===== src/rtl/fft8_frame_sequencer.sv =====
// Ping-pong 8-sample frame buffer feeding an FFT engine.
// Start/done/result handshake, WAIT timeout abort, sticky error flags.
module fft8_frame_sequencer #(
    parameter int SAMPLE_W = 16,
    parameter int TIMEOUT  = 64
) (
    input  logic                  Clk,
    input  logic                  Rst_n,
    input  logic [SAMPLE_W-1:0]   Sample_In,
    input  logic                  Sample_Valid,
    output logic                  Sample_Ready,
    output logic [8*SAMPLE_W-1:0] Fft_X,
    output logic                  Fft_Start,
    input  logic                  Fft_Done,
    output logic                  Res_Valid,
    input  logic                  Res_Ack,
    output logic [7:0]            Frame_Count,
    output logic                  Overrun,
    output logic                  Fft_Timeout,
    input  logic                  Clr_Flags
);

    localparam int CNT_W = (TIMEOUT > 2) ? $clog2(TIMEOUT) : 1;
    localparam logic [CNT_W-1:0] CNT_LAST = CNT_W'(TIMEOUT - 1);

    typedef enum logic [1:0] {
        IDLE,
        START,
        WAIT,
        RESULT
    } state_t;

    state_t                           state_q;
    logic [1:0]                       full_q;
    logic [1:0]                       full_d;
    logic                             wr_bank_q;
    logic [2:0]                       wr_idx_q;
    logic                             rd_bank_q;
    logic [CNT_W-1:0]                 cnt_q;
    logic                             start_q;
    logic                             res_valid_q;
    logic [7:0]                       frame_cnt_q;
    logic                             overrun_q;
    logic                             timeout_q;
    logic [7:0][SAMPLE_W-1:0]         bank_q [2];

    logic wr_en;
    logic wr_last;
    logic fill_rd;
    logic abort;
    logic free_en;
    logic drop;

    always_comb begin
        wr_en   = Sample_Valid && !full_q[wr_bank_q];
        drop    = Sample_Valid && full_q[wr_bank_q];
        wr_last = wr_en && (wr_idx_q == 3'd7);
        fill_rd = wr_last && (wr_bank_q == rd_bank_q);
        abort   = (state_q == WAIT) && !Fft_Done && (cnt_q == CNT_LAST);
        free_en = abort || ((state_q == RESULT) && Res_Ack);
        // Free and fill always target different banks, so both can land.
        full_d  = full_q;
        if (free_en) begin
            full_d[rd_bank_q] = 1'b0;
        end
        if (wr_last) begin
            full_d[wr_bank_q] = 1'b1;
        end
    end

    always_ff @(posedge Clk) begin
        if (wr_en) begin
            bank_q[wr_bank_q][wr_idx_q] <= Sample_In;
        end
    end

    always_ff @(posedge Clk or negedge Rst_n) begin
        if (!Rst_n) begin
            state_q     <= IDLE;
            full_q      <= 2'b00;
            wr_bank_q   <= 1'b0;
            wr_idx_q    <= 3'd0;
            rd_bank_q   <= 1'b0;
            cnt_q       <= '0;
            start_q     <= 1'b0;
            res_valid_q <= 1'b0;
            frame_cnt_q <= 8'd0;
            overrun_q   <= 1'b0;
            timeout_q   <= 1'b0;
        end else begin
            full_q  <= full_d;
            start_q <= 1'b0;
            if (wr_en) begin
                wr_idx_q <= wr_idx_q + 3'd1;
            end
            if (wr_last) begin
                wr_bank_q <= ~wr_bank_q;
            end
            if (free_en) begin
                rd_bank_q <= ~rd_bank_q;
            end
            if (drop) begin
                overrun_q <= 1'b1;
            end else if (Clr_Flags) begin
                overrun_q <= 1'b0;
            end
            if (abort) begin
                timeout_q <= 1'b1;
            end else if (Clr_Flags) begin
                timeout_q <= 1'b0;
            end
            // Completing a frame into the read bank starts the FFT at once.
            unique case (state_q)
                IDLE: begin
                    if (full_q[rd_bank_q] || fill_rd) begin
                        state_q <= START;
                        start_q <= 1'b1;
                    end
                end
                START: begin
                    state_q <= WAIT;
                    cnt_q   <= '0;
                end
                WAIT: begin
                    if (Fft_Done) begin
                        state_q     <= RESULT;
                        res_valid_q <= 1'b1;
                    end else if (cnt_q == CNT_LAST) begin
                        state_q <= IDLE;
                    end else begin
                        cnt_q <= cnt_q + CNT_W'(1);
                    end
                end
                RESULT: begin
                    if (Res_Ack) begin
                        state_q     <= IDLE;
                        res_valid_q <= 1'b0;
                        frame_cnt_q <= frame_cnt_q + 8'd1;
                    end
                end
                default: begin
                    state_q <= IDLE;
                end
            endcase
        end
    end

    assign Sample_Ready = ~full_q[wr_bank_q];
    assign Fft_X        = bank_q[rd_bank_q];
    assign Fft_Start    = start_q;
    assign Res_Valid    = res_valid_q;
    assign Frame_Count  = frame_cnt_q;
    assign Overrun      = overrun_q;
    assign Fft_Timeout  = timeout_q;

endmodule


===== config.mk =====
export PLATFORM = sky130hd
export DESIGN_NAME = fft8_frame_sequencer
export DESIGN_NICKNAME = d
export VERILOG_FILES = /design/src/rtl/fft8_frame_sequencer.sv
export SDC_FILE = /design/constraint.sdc
export NUM_CORES = 1
export LEC_CHECK = 0
export CAP_MARGIN = 20
export CORE_MARGIN = 2
export CORE_UTILIZATION = 40
export CTS_CLUSTER_DIAMETER = 120
export DETAILED_ROUTE_END_ITERATION = 7
export GPL_ROUTABILITY_DRIVEN = 0
export PLACE_DENSITY = 0.72
export SYNTH_ARGS = -nofsm -noshare
export SYNTH_HDL_FRONTEND = slang
export SYNTH_SLANG_ARGS = --single-unit

===== constraint.sdc =====
create_clock -name Clk -period 2.9 [get_ports Clk]
set_input_delay 0.29 -clock Clk [delete_from_list [all_inputs] [get_ports Clk]]
set_output_delay 0.29 -clock Clk [all_outputs]
set_load 0.01 [all_outputs]

==> flow_summary.html, run 1 <==
<table>
<tr><th>Metric</th><th>Value</th></tr>
<tr><th colspan="2">Outcome</th></tr>
<tr><td>Result of the run</td><td>completed</td></tr>
<tr><th colspan="2">Synth</th></tr>
<tr><td>Top cell type's share of synthesized area</td><td>0.718</td></tr>
<tr><td>Synthesis-stage register bit count</td><td>283</td></tr>
<tr><td>Synthesized net count</td><td>581</td></tr>
<tr><td>Count of synthesis-stage warnings from yosys</td><td>0</td></tr>
<tr><td>Adder and majority cell fraction of the synthesized area</td><td>0.00468</td></tr>
<tr><td>Cells after Synth</td><td>555</td></tr>
<tr><td>Top post-synthesis cells by area</td><td>sky130_fd_sc_hd__edfxtp_1 (72%), sky130_fd_sc_hd__mux2_2 (14%), sky130_fd_sc_hd__dfrtp_1 (6.3%)</td></tr>
<tr><td>Share of synthesized cell area in and, or, nand and nor gates</td><td>0.0341</td></tr>
<tr><td>Mean cell area of the mapped netlist</td><td>19.3 µm²</td></tr>
<tr><td>Count of distinct cell types in the synthesized netlist</td><td>48</td></tr>
<tr><td>Multiplexer fraction of the synthesized cell area</td><td>0.138</td></tr>
<tr><td>Sequential fraction of the synthesis area</td><td>0.781</td></tr>
<tr><td>Main synth FF type</td><td>sky130_fd_sc_hd__edfxtp_1</td></tr>
<tr><td>Post-Synth XOR/XNOR Area</td><td>0.00818</td></tr>
<tr><td>Cell area after synthesis</td><td>10700 µm²</td></tr>
<tr><td>Post-synthesis async set-or-reset flop share</td><td>0.0954</td></tr>
<tr><td>Dominant combinational cell family by area after synthesis</td><td>multiplexers</td></tr>
<tr><td>Number of synthesized flops with an enable pin</td><td>256</td></tr>
<tr><td>Library cell occupying the most area in the post-synthesis netlist</td><td>sky130_fd_sc_hd__edfxtp_1</td></tr>
<tr><td>Share of the synthesized area in compound gates (AO/OA/AOI/OAI)</td><td>0.0209</td></tr>
<tr><th colspan="2">STA</th></tr>
<tr><td>Final number of setup-violating endpoints</td><td>0</td></tr>
<tr><td>Final worst clock skew</td><td>0.0266 ns</td></tr>
<tr><td>Transition at the pin with the smallest max-transition slack</td><td>0.951 ns</td></tr>
<tr><td>Headroom to the max-slew limit</td><td>0.364</td></tr>
<tr><td>Number of pins with negative max-slew slack in the final report</td><td>0</td></tr>
<tr><td>Tcrit/Tclk final</td><td>0.954</td></tr>
<tr><td>Setup repair after global routing missed its margin</td><td>false</td></tr>
<tr><td>Hold Vio Cnt, Final</td><td>0</td></tr>
<tr><td>Worst Slack Setup Final</td><td>0.134 ns</td></tr>
<tr><td>Post-route minimum period</td><td>2.77 ns</td></tr>
<tr><td>Upper clock frequency limit</td><td>362 MHz</td></tr>
<tr><th colspan="2">Worst setup path</th></tr>
<tr><td>Count of cells along the worst register-to-register path</td><td>4</td></tr>
<tr><td>Worst reg2reg path startpoint</td><td>wr_bank_q</td></tr>
<tr><td>Data required time at the worst endpoint</td><td>2.61 ns</td></tr>
<tr><td>Type of the worst setup path</td><td>register to output pin</td></tr>
<tr><td>Terminus of the critical flop-to-flop path</td><td>bank_q[1][6]</td></tr>
<tr><td>Launching element of the worst setup path</td><td>rd_bank_q</td></tr>
<tr><td>CP endpoint kind</td><td>output pin</td></tr>
<tr><td>Worst Path Arrival</td><td>2.48 ns</td></tr>
<tr><td>Slack of the worst reg-to-reg path</td><td>0.77 ns</td></tr>
<tr><td>Type of element launching the critical path</td><td>register</td></tr>
<tr><td>Largest driver fanout on the critical path</td><td>79</td></tr>
<tr><th colspan="2">Placement</th></tr>
<tr><td>Post-Place Worst Slack</td><td>0.697 ns</td></tr>
<tr><td>Placed wire-length estimate after detailed placement</td><td>14600 µm</td></tr>
<tr><td>Count of buffers from port buffering</td><td>162</td></tr>
<tr><th colspan="2">Min path</th></tr>
<tr><td>HP Class</td><td>input pin to async pin</td></tr>
<tr><th colspan="2">Cells and area</th></tr>
<tr><td>Leading cell type in the layout, fill and taps excluded</td><td>sky130_fd_sc_hd__edfxtp_1</td></tr>
<tr><td>Final nets</td><td>774</td></tr>
<tr><td>Sequential cell area</td><td>8370 µm²</td></tr>
<tr><td>P&amp;R area growth vs syn</td><td>28.5%</td></tr>
<tr><td>Area of the multi-input gates</td><td>2230 µm²</td></tr>
<tr><td>Antenna fix cells</td><td>0</td></tr>
<tr><td>Number of fill cells</td><td>2105</td></tr>
<tr><td>Most used cells in the layout excluding fill and tap cells</td><td>sky130_fd_sc_hd__edfxtp_1 (256), sky130_fd_sc_hd__clkdlybuf4s50_1 (162), sky130_fd_sc_hd__mux2_2 (130), sky130_fd_sc_hd__clkbuf_16 (29), sky130_fd_sc_hd__dfrtp_1 (26)</td></tr>
<tr><td>Share of final-layout standard cells stronger than drive strength 1</td><td>0.261</td></tr>
<tr><th colspan="2">Power</th></tr>
<tr><td>Total chip power</td><td>12300 µW</td></tr>
<tr><td>Pleak</td><td>0.00465 µW</td></tr>
<tr><td>Power Density</td><td>894 nW/µm²</td></tr>
<tr><td>Maximum ir drop on the vdd rail</td><td>0.562 mV</td></tr>
<tr><th colspan="2">Die</th></tr>
<tr><td>Number of rows in the core area</td><td>59</td></tr>
<tr><td>Chip Width</td><td>168 µm</td></tr>
<tr><td>Floorplan die area</td><td>28100 µm²</td></tr>
<tr><td>Placeable core region</td><td>26100 µm²</td></tr>
<tr><td>Count of pins on the block boundary</td><td>163</td></tr>
<tr><td>Die height</td><td>168 µm</td></tr>
<tr><td>Starting utilization of the core area</td><td>0.410</td></tr>
<tr><th colspan="2">Clocking</th></tr>
<tr><td>CTS tree</td><td>yes</td></tr>
<tr><td>Clock sinks</td><td>283</td></tr>
<tr><td>Cell at the root of the clock tree</td><td>sky130_fd_sc_hd__clkbuf_16</td></tr>
<tr><td>Latest clock arrival within the worst-skew pair</td><td>0.55 ns</td></tr>
<tr><td>Post-CTS Resized</td><td>0</td></tr>
<tr><td>Longest Clk Path Bufs</td><td>3</td></tr>
<tr><td>Count of hold buffers inserted by post-cts repair</td><td>0</td></tr>
<tr><td>Deepest level of the CTS H-tree</td><td>1</td></tr>
<tr><td>CTS buffer count</td><td>29</td></tr>
<tr><td>Number of setup buffers added after CTS</td><td>0</td></tr>
<tr><td>Clock edge transition at the registers on the reported setup and hold paths</td><td>0.06 ns</td></tr>
<tr><th colspan="2">Global route</th></tr>
<tr><td>Maximum number of pins on one net before global-route repair</td><td>80</td></tr>
<tr><td>Overall overflow remaining after global route</td><td>0</td></tr>
<tr><td>Global-route wire length before repair</td><td>35700 µm</td></tr>
<tr><td>Number of antenna violations at the first check in global routing</td><td>0</td></tr>
<tr><td>Total global-route track usage</td><td>0.170</td></tr>
<tr><td>Number of global-route vias before repair</td><td>5715</td></tr>
<tr><th colspan="2">Detailed routing</th></tr>
<tr><td>Drt wl/cell</td><td>21.6 µm</td></tr>
<tr><td>First-pass DRT Iterations</td><td>4</td></tr>
<tr><td>Antenna Violating Nets Remaining</td><td>0</td></tr>
<tr><td>Detailed-route wire length</td><td>23900 µm</td></tr>
<tr><td>DRC violations left</td><td>0</td></tr>
<tr><td>Total via count in the routed design</td><td>5637</td></tr>
<tr><td>Mean number of vias per cell</td><td>5.10</td></tr>
<tr><td>DRC marker count from the first detailed-route iteration</td><td>375</td></tr>
<tr><th colspan="2">Run</th></tr>
<tr><td>Maximum Capacitance Violations</td><td>0</td></tr>
</table>
## through the flow
stage | util | instances | instance area [µm²] | hold slack (ns) | TNS, ns
finish | 0.526 | 1105 | 13800 | 0.273 | 0
global route | 0.526 | 1105 | 13800 | 0.354 | 0
CTS | 0.526 | 1105 | 13800 | 0.288 | 0
detailed placement | 0.492 | 1052 | 12800 | 0.467 | 0
global placement | 0.492 | 1052 | 12800 | 0.459 | 0
floorplan | - | 555 | 10700 | -0.00559 | -12.06
## per-layer routing
| metal | wire length, µm | track usage | vias up |
|---|---|---|---|
| met4 | 358 | 0.0386 | 0 |
| met1 | 10300 | 0.227 | 2881 |
| met2 | 11800 | 0.286 | 172 |
| li1 | - | - | 2553 |
| met5 | 0 | 0 | - |
| met3 | 1340 | 0.0364 | 31 |
## logic make-up after synthesis
family                   Yosys count
AO/OA/AOI/OAI                     29
XOR/XNOR                          10
adder cells (fa/ha/maj)            4
buffers and inverters             28
flip-flops                       283
multiplexers                     131
AND/OR/NAND/NOR                   70
## worst max path at each step
stage	endpoint	slack (ns)	cells after the start
6_report	Fft_X[45]	0.13	3
5_1_grt	Fft_X[44]	0.05	3
4_1_cts	Fft_X[44]	0.11	3
3_5_place_dp	Fft_X[44]	0.70	3
3_3_place_gp	Fft_X[44]	0.70	3
2_1_floorplan	bank_q[0][0]	-0.19	3
## cell type report
cell class / count / area share
inverter: 7 / 0.00191
timing repair buffer: 183 / 0.131
sequential: 283 / 0.608
clock buffer: 36 / 0.0547
clock inverter: 17 / 0.0116
multi-input combinational: 244 / 0.162
tap: 335 / 0.0305
## synthesized netlist by cell type, types with 4 or more instances
| library cell | count |
|---|---|
| sky130_fd_sc_hd__xor2_1 | 5 |
| sky130_fd_sc_hd__o21ai_0 | 6 |
| sky130_fd_sc_hd__edfxtp_1 | 256 |
| sky130_fd_sc_hd__buf_2 | 15 |
| sky130_fd_sc_hd__inv_1 | 7 |
| sky130_fd_sc_hd__dfrtp_1 | 27 |
| sky130_fd_sc_hd__nor4_1 | 4 |
| sky130_fd_sc_hd__nand3_1 | 6 |
| sky130_fd_sc_hd__mux2_2 | 130 |
| sky130_fd_sc_hd__xnor2_1 | 5 |
| sky130_fd_sc_hd__nand2_1 | 17 |
| sky130_fd_sc_hd__nor2_1 | 18 |
| sky130_fd_sc_hd__ha_1 | 4 |
| sky130_fd_sc_hd__nand4_1 | 4 |
| sky130_fd_sc_hd__clkbuf_1 | 4 |
## report_power, final
part           internal, µW  switching [µW]  leakage (µW)  total [µW]
Clock                  2100            1470      0.000450        3570
Sequential             4850             324       0.00265        5170
Combinational          1980            1590       0.00155        3570
Total                  8920            3380       0.00465       12300
## sequential cells by signal, summed over array words and instances (netlist names)
signal and cells:
wr_bank_q 1, Overrun 1, Res_Valid 1, full_q 2
rd_bank_q 1, Fft_Start 1, bank_q 256, Frame_Count 8
cnt_q 6, wr_idx_q 3, Fft_Timeout 1, state_q 2
## worst max-delay path: stages, from the launching register on
cell and delay, ns:
sky130_fd_sc_hd__dfrtp_4 0.58, sky130_fd_sc_hd__buf_12 0.38, sky130_fd_sc_hd__mux2_2 0.41, sky130_fd_sc_hd__clkdlybuf4s50_1 0.48
(Power assumes the default switching activity.)
==> inputs of run 2 (changes only) <==
- CORE_MARGIN: 2 -> 1
- DONT_BUFFER_PORTS: unset -> 1
- PLACE_DENSITY: 0.72 -> 0.64
==> flow_summary.html, run 2 (synthesis results as in run 1) <==
<table>
<tr><th>Metric</th><th>Value</th></tr>
<tr><th colspan="2">Cells and area</th></tr>
<tr><td>Final cell count without fillers</td><td>966 (was 1105)</td></tr>
<tr><td>Post-layout util</td><td>0.472 (was 0.526)</td></tr>
<tr><td>Final nets</td><td>634 (was 774)</td></tr>
<tr><td>Area of the multi-input gates</td><td>2230 µm² (unchanged)</td></tr>
<tr><td>Number of fill cells</td><td>2192 (was 2105)</td></tr>
<tr><td>Sequential cell area</td><td>8370 µm² (unchanged)</td></tr>
<tr><td>P&amp;R area growth vs syn</td><td>15.1% (was 28.5%)</td></tr>
<tr><td>Most used cells in the layout excluding fill and tap cells</td><td>sky130_fd_sc_hd__edfxtp_1 (256), sky130_fd_sc_hd__mux2_2 (130), sky130_fd_sc_hd__clkbuf_16 (29), sky130_fd_sc_hd__dfrtp_1 (26), sky130_fd_sc_hd__dlygate4sd3_1 (23) (was sky130_fd_sc_hd__edfxtp_1 (256), sky130_fd_sc_hd__clkdlybuf4s50_1 (162), sky130_fd_sc_hd__mux2_2 (130), sky130_fd_sc_hd__clkbuf_16 (29), sky130_fd_sc_hd__dfrtp_1 (26))</td></tr>
<tr><td>Leading cell type in the layout, fill and taps excluded</td><td>sky130_fd_sc_hd__edfxtp_1 (unchanged)</td></tr>
<tr><td>Antenna fix cells</td><td>0 (unchanged)</td></tr>
<tr><td>Flip-flop count of the largest register, all copies and words added</td><td>256 (unchanged)</td></tr>
<tr><td>Share of final-layout standard cells stronger than drive strength 1</td><td>0.317 (was 0.261)</td></tr>
<tr><td>Largest Register</td><td>bank_q (unchanged)</td></tr>
<tr><th colspan="2">Worst setup path</th></tr>
<tr><td>Crit-path leading delay family</td><td>flip-flops (was buffers and inverters)</td></tr>
<tr><td>Type of element launching the critical path</td><td>register (unchanged)</td></tr>
<tr><td>CP endpoint kind</td><td>output pin (unchanged)</td></tr>
<tr><td>Instance count on the critical path</td><td>2 (was 3)</td></tr>
<tr><td>Slowest CP cell</td><td>sky130_fd_sc_hd__dfrtp_4 (unchanged)</td></tr>
<tr><td>Data required time at the worst endpoint</td><td>2.61 ns (about the same)</td></tr>
<tr><td>Count of cells along the worst register-to-register path</td><td>4 (unchanged)</td></tr>
<tr><td>Worst reg2reg path startpoint</td><td>wr_bank_q (unchanged)</td></tr>
<tr><td>Terminus of the critical flop-to-flop path</td><td>bank_q[0][42] (was bank_q[1][6])</td></tr>
<tr><td>Cells along the critical path</td><td>buf_12, mux2_2 (was buf_12, mux2_2, clkdlybuf4s50_1)</td></tr>
<tr><td>Largest driver fanout on the critical path</td><td>71 (was 79)</td></tr>
<tr><td>Termination of the worst setup path</td><td>Fft_X[108] (was Fft_X[45])</td></tr>
<tr><td>Launching element of the worst setup path</td><td>rd_bank_q (unchanged)</td></tr>
<tr><td>Count of buffer and inverter cells on the critical path</td><td>1 (was 2)</td></tr>
<tr><td>Type of the worst setup path</td><td>register to output pin (unchanged)</td></tr>
<tr><td>Slack of the worst reg-to-reg path</td><td>0.68 ns (was 0.77 ns)</td></tr>
<tr><td>Worst Path Arrival</td><td>1.99 ns (was 2.48 ns)</td></tr>
<tr><td>Critical Path Max Stage Delay</td><td>0.62 ns (was 0.58 ns)</td></tr>
<tr><th colspan="2">Detailed routing</th></tr>
<tr><td>DRC violations left</td><td>24 (was 0)</td></tr>
<tr><td>Antenna Violating Nets Remaining</td><td>0 (unchanged)</td></tr>
<tr><td>Total via count in the routed design</td><td>5169 (was 5637)</td></tr>
<tr><td>DRC marker count from the first detailed-route iteration</td><td>450 (was 375)</td></tr>
<tr><td>Drt wl/cell</td><td>24.2 µm (was 21.6 µm)</td></tr>
<tr><td>Mean number of vias per cell</td><td>5.35 (was 5.10)</td></tr>
<tr><td>First-pass DRT Iterations</td><td>8 (was 4)</td></tr>
<tr><td>Detailed-route wire length</td><td>23400 µm (was 23900 µm)</td></tr>
<tr><th colspan="2">Min path</th></tr>
<tr><td>HP Class</td><td>input pin to register (was input pin to async pin)</td></tr>
<tr><td>Startpoint of the worst hold path</td><td>Fft_Done</td></tr>
<tr><th colspan="2">STA</th></tr>
<tr><td>Final worst clock skew</td><td>0.0228 ns (was 0.0266 ns)</td></tr>
<tr><td>Post-route minimum period</td><td>2.28 ns (was 2.77 ns)</td></tr>
<tr><td>Setup repair after global routing missed its margin</td><td>false (unchanged)</td></tr>
<tr><td>Tcrit/Tclk final</td><td>0.787 (was 0.954)</td></tr>
<tr><td>Hold Vio Cnt, Final</td><td>0 (unchanged)</td></tr>
<tr><td>Upper clock frequency limit</td><td>438 MHz (was 362 MHz)</td></tr>
<tr><td>Number of pins with negative max-slew slack in the final report</td><td>0 (unchanged)</td></tr>
<tr><td>Final number of setup-violating endpoints</td><td>0 (unchanged)</td></tr>
<tr><td>Transition at the pin with the smallest max-transition slack</td><td>0.914 ns (was 0.951 ns)</td></tr>
<tr><td>Headroom to the max-slew limit</td><td>0.388 (was 0.364)</td></tr>
<tr><td>Post-route worst hold slack</td><td>0.0320 ns (was 0.273 ns)</td></tr>
<tr><th colspan="2">Global route</th></tr>
<tr><td>Number of antenna violations at the first check in global routing</td><td>2 (was 0)</td></tr>
<tr><td>Total global-route track usage</td><td>0.171 (was 0.170)</td></tr>
<tr><td>Overall overflow remaining after global route</td><td>0 (unchanged)</td></tr>
<tr><td>Number of global-route vias before repair</td><td>5228 (was 5715)</td></tr>
<tr><td>Maximum number of pins on one net before global-route repair</td><td>72 (was 80)</td></tr>
<tr><td>Global-route wire length before repair</td><td>33700 µm (was 35700 µm)</td></tr>
<tr><th colspan="2">Clocking</th></tr>
<tr><td>CTS tree</td><td>yes (unchanged)</td></tr>
<tr><td>Cell at the root of the clock tree</td><td>sky130_fd_sc_hd__clkbuf_16 (unchanged)</td></tr>
<tr><td>Number of setup buffers added after CTS</td><td>0 (unchanged)</td></tr>
<tr><td>Latest clock arrival within the worst-skew pair</td><td>0.54 ns (was 0.55 ns)</td></tr>
<tr><td>CTS buffer count</td><td>29 (unchanged)</td></tr>
<tr><td>Deepest level of the CTS H-tree</td><td>1 (unchanged)</td></tr>
<tr><td>Longest Clk Path Bufs</td><td>3 (unchanged)</td></tr>
<tr><td>Clock edge transition at the registers on the reported setup and hold paths</td><td>0.06 ns (about the same)</td></tr>
<tr><td>Clock sinks</td><td>283 (unchanged)</td></tr>
<tr><th colspan="2">Power</th></tr>
<tr><td>Pleak</td><td>0.00409 µW (was 0.00465 µW)</td></tr>
<tr><td>Internal power component</td><td>7790 µW (was 8920 µW)</td></tr>
<tr><td>Clock share of power</td><td>0.305 (was 0.290)</td></tr>
<tr><td>Total chip power</td><td>11100 µW (was 12300 µW)</td></tr>
<tr><td>Share of power burned in combinational logic</td><td>0.224 (was 0.290)</td></tr>
<tr><td>Power spent charging and discharging nets</td><td>3280 µW (was 3380 µW)</td></tr>
<tr><td>Power Density</td><td>899 nW/µm² (was 894 nW/µm²)</td></tr>
<tr><td>Maximum ir drop on the vdd rail</td><td>0.523 mV (was 0.562 mV)</td></tr>
<tr><td>Sequential cell fraction of total power</td><td>0.471 (was 0.420)</td></tr>
<tr><td>Sw Ratio</td><td>0.296 (was 0.275)</td></tr>
<tr><th colspan="2">Die</th></tr>
<tr><td>Number of rows in the core area</td><td>59 (unchanged)</td></tr>
<tr><td>Chip Width</td><td>166 µm (was 168 µm)</td></tr>
<tr><td>Count of pins on the block boundary</td><td>163 (unchanged)</td></tr>
<tr><td>Floorplan die area</td><td>27400 µm² (was 28100 µm²)</td></tr>
<tr><td>Die height</td><td>166 µm (was 168 µm)</td></tr>
<tr><td>Placeable core region</td><td>26100 µm² (unchanged)</td></tr>
<tr><td>Starting utilization of the core area</td><td>0.410 (unchanged)</td></tr>
<tr><th colspan="2">Run</th></tr>
<tr><td>Maximum Capacitance Violations</td><td>0 (unchanged)</td></tr>
<tr><th colspan="2">Outcome</th></tr>
<tr><td>Failing checks</td><td>DRC</td></tr>
<tr><td>Result of the run</td><td>finished, violations left (was completed)</td></tr>
<tr><th colspan="2">Placement</th></tr>
<tr><td>Placed Instances</td><td>888 (was 1052)</td></tr>
<tr><td>Placed wire-length estimate after detailed placement</td><td>14100 µm (was 14600 µm)</td></tr>
<tr><td>Count of buffers from port buffering</td><td>0 (was 162)</td></tr>
</table>
==> run 2: worst min path at each step <==
stage,depth (start not counted),endpoint,slack (ns)
6_report,3,cnt_q[0],0.03
5_1_grt,3,cnt_q[2],0.04
4_1_cts,3,cnt_q[0],0.0009
3_5_place_dp,0,Res_Valid,-0.005
3_3_place_gp,0,state_q[1],-0.004
2_1_floorplan,0,Fft_Start,-0.006
==> run 2: cell type report <==
class | count | area share
Sequential cell | 283 | 0.679
Multi-Input combinational cell | 244 | 0.181
Clock buffer | 32 | 0.0598
Tap cell | 335 | 0.0340
Timing Repair Buffer | 43 | 0.0329
Clock inverter | 22 | 0.0113
Inverter | 7 | 0.00213
==> run 2: power groups by stage <==
stage	logic, µW	registers (µW)	clock network (µW)
3_3_place_gp	2350	5270	0
4_1_cts	2520	5210	3470
2_1_floorplan	1990	5090	0
6_report	2480	5220	3380
5_1_grt	2660	5270	3620
3_5_place_dp	2370	5300	0
==> run 2: tightest hold or removal path, delay by kind of cell <==
family,cells,cell delay [ns]
AO/OA/AOI/OAI,2,0.21
buffers and inverters,1,0.02
==> run 2: layer usage <==
layer  track usage  vias to the layer above  share of wire
met5             0                        -              0
met1         0.210                     2653           0.39
met2         0.296                      193           0.50
met4        0.0409                        0          0.017
met3        0.0482                       36          0.095
li1              -                     2287              -
==> run 2: through the flow <==
step / setup TNS, ns / area [µm²] / setup WS [ns]
after floorplan: -12.06 / 10700 / -0.188
after global routing: 0 / 12300 / 0.526
after CTS: 0 / 12300 / 0.581
after global placement: 0 / 11200 / 0.840
after detailed placement: 0 / 11200 / 0.713
final: 0 / 12300 / 0.618
==> run 2: timing repair <==
action                    CTS  global route
hold buffers               24             0
hold endpoints to repair  292             0
gates resized for setup     0             0
==> patch: new RTL, config.mk and constraints of run 2 <==
Change the parameter `SAMPLE_W` from 16 to 32.
--- a/src/rtl/fft8_frame_sequencer.sv
+++ b/src/rtl/fft8_frame_sequencer.sv
@@ -2,5 +2,5 @@
 // Start/done/result handshake, WAIT timeout abort, sticky error flags.
 module fft8_frame_sequencer #(
-    parameter int SAMPLE_W = 16,
+    parameter int SAMPLE_W = 32,
     parameter int TIMEOUT  = 64
 ) (
Ports: changed (resized Fft_X and Sample_In); port bits go from 163 to 307. The function was not compared with the original's and may differ.
==> patch against run 2 <==
  * Register-to-register slack worse by 100 ps
  * Area after synthesis up 86%
  * Wire length up 91%
  * Power up 88%
  * Final cell count up 82%
  * Sequential cell count up 256
  * Setup slack worse by 310 ps
  * Final area up 88%
  * Largest cell class unchanged
  * Highest routed layer unchanged
==> patch: results <==
export IMPL_status="finished, final reports clean"
export IMPL_timing_rr_end="bank_q[1][63]$_DFFE_PP_"
export IMPL_reg2reg_setup_slack_ps=580
export IMPL_p_switching_mw=6.088
export IMPL_num_nets_final=1096
export IMPL_clkCellAreaFrac_pct=6.986
export IMPL_wl_per_cell_um=25.44
export IMPL_synth_xor_area_share_pct=0.3967
export IMPL_place_area_mm2=0.02116
export IMPL_netlist_cell_type_count=46
export IMPL_cts_made_buffers=54
export IMPL_worstPathMaxFanout=33
export IMPL_drive_gt1_share_pct=36.25
export IMPL_first_global_vias=9195
export IMPL_synthAdderAreaFrac_pct=0.2519
export IMPL_nNonClkInverters=5
export IMPL_clock_sinks=539
export IMPL_num_fill_cells=4039
export IMPL_relSlewSlack_pct=41.34
export IMPL_drt_iter0_markers=554
export IMPL_vias_per_cell=5.130
export IMPL_place_inst=1623
export IMPL_fin_skew_ps=12.60
export IMPL_synth_mux_area_share_pct=14.69
export IMPL_post_place_ws_ps=569.1
export IMPL_h_tree_depth=2
export IMPL_grt_max_degree=54
export IMPL_multi_input_area_mm2=0.003766
export IMPL_synth_edff_count=512
[patch: cell types whose count changed after synthesis, sizes merged, moves of 4 or more]
cell / before / now
edfxtp: 256 / 512
nand2b: 2 / 6
nor3: 3 / 7
mux2: 130 / 258
buf: 17 / 29
[patch: metal layers]
metal	track usage, %	vias up	part of all wire (%)
li1	-	3977	-
met1	22.31	4713	41
met2	27.94	291	48
met3	6.310	58	9.3
met4	5.069	0	1.7
met5	0	-	0
[patch: worst min-delay path by stage]
stage                     depth (start not counted)    start                          to  slack [ps]
after floorplan                                   0    Rst_n         Fft_Start$_DFF_PN0_          -6
after global placement                            0    Rst_n         Fft_Start$_DFF_PN0_          -5
after detailed placement                          0    Rst_n         Fft_Start$_DFF_PN0_          -5
after CTS                                         3  Res_Ack  Frame_Count[1]$_DFFE_PN0P_          20
after global routing                              3  Res_Ack  Frame_Count[1]$_DFFE_PN0P_          80
final                                             3  Res_Ack  Frame_Count[1]$_DFFE_PN0P_          60
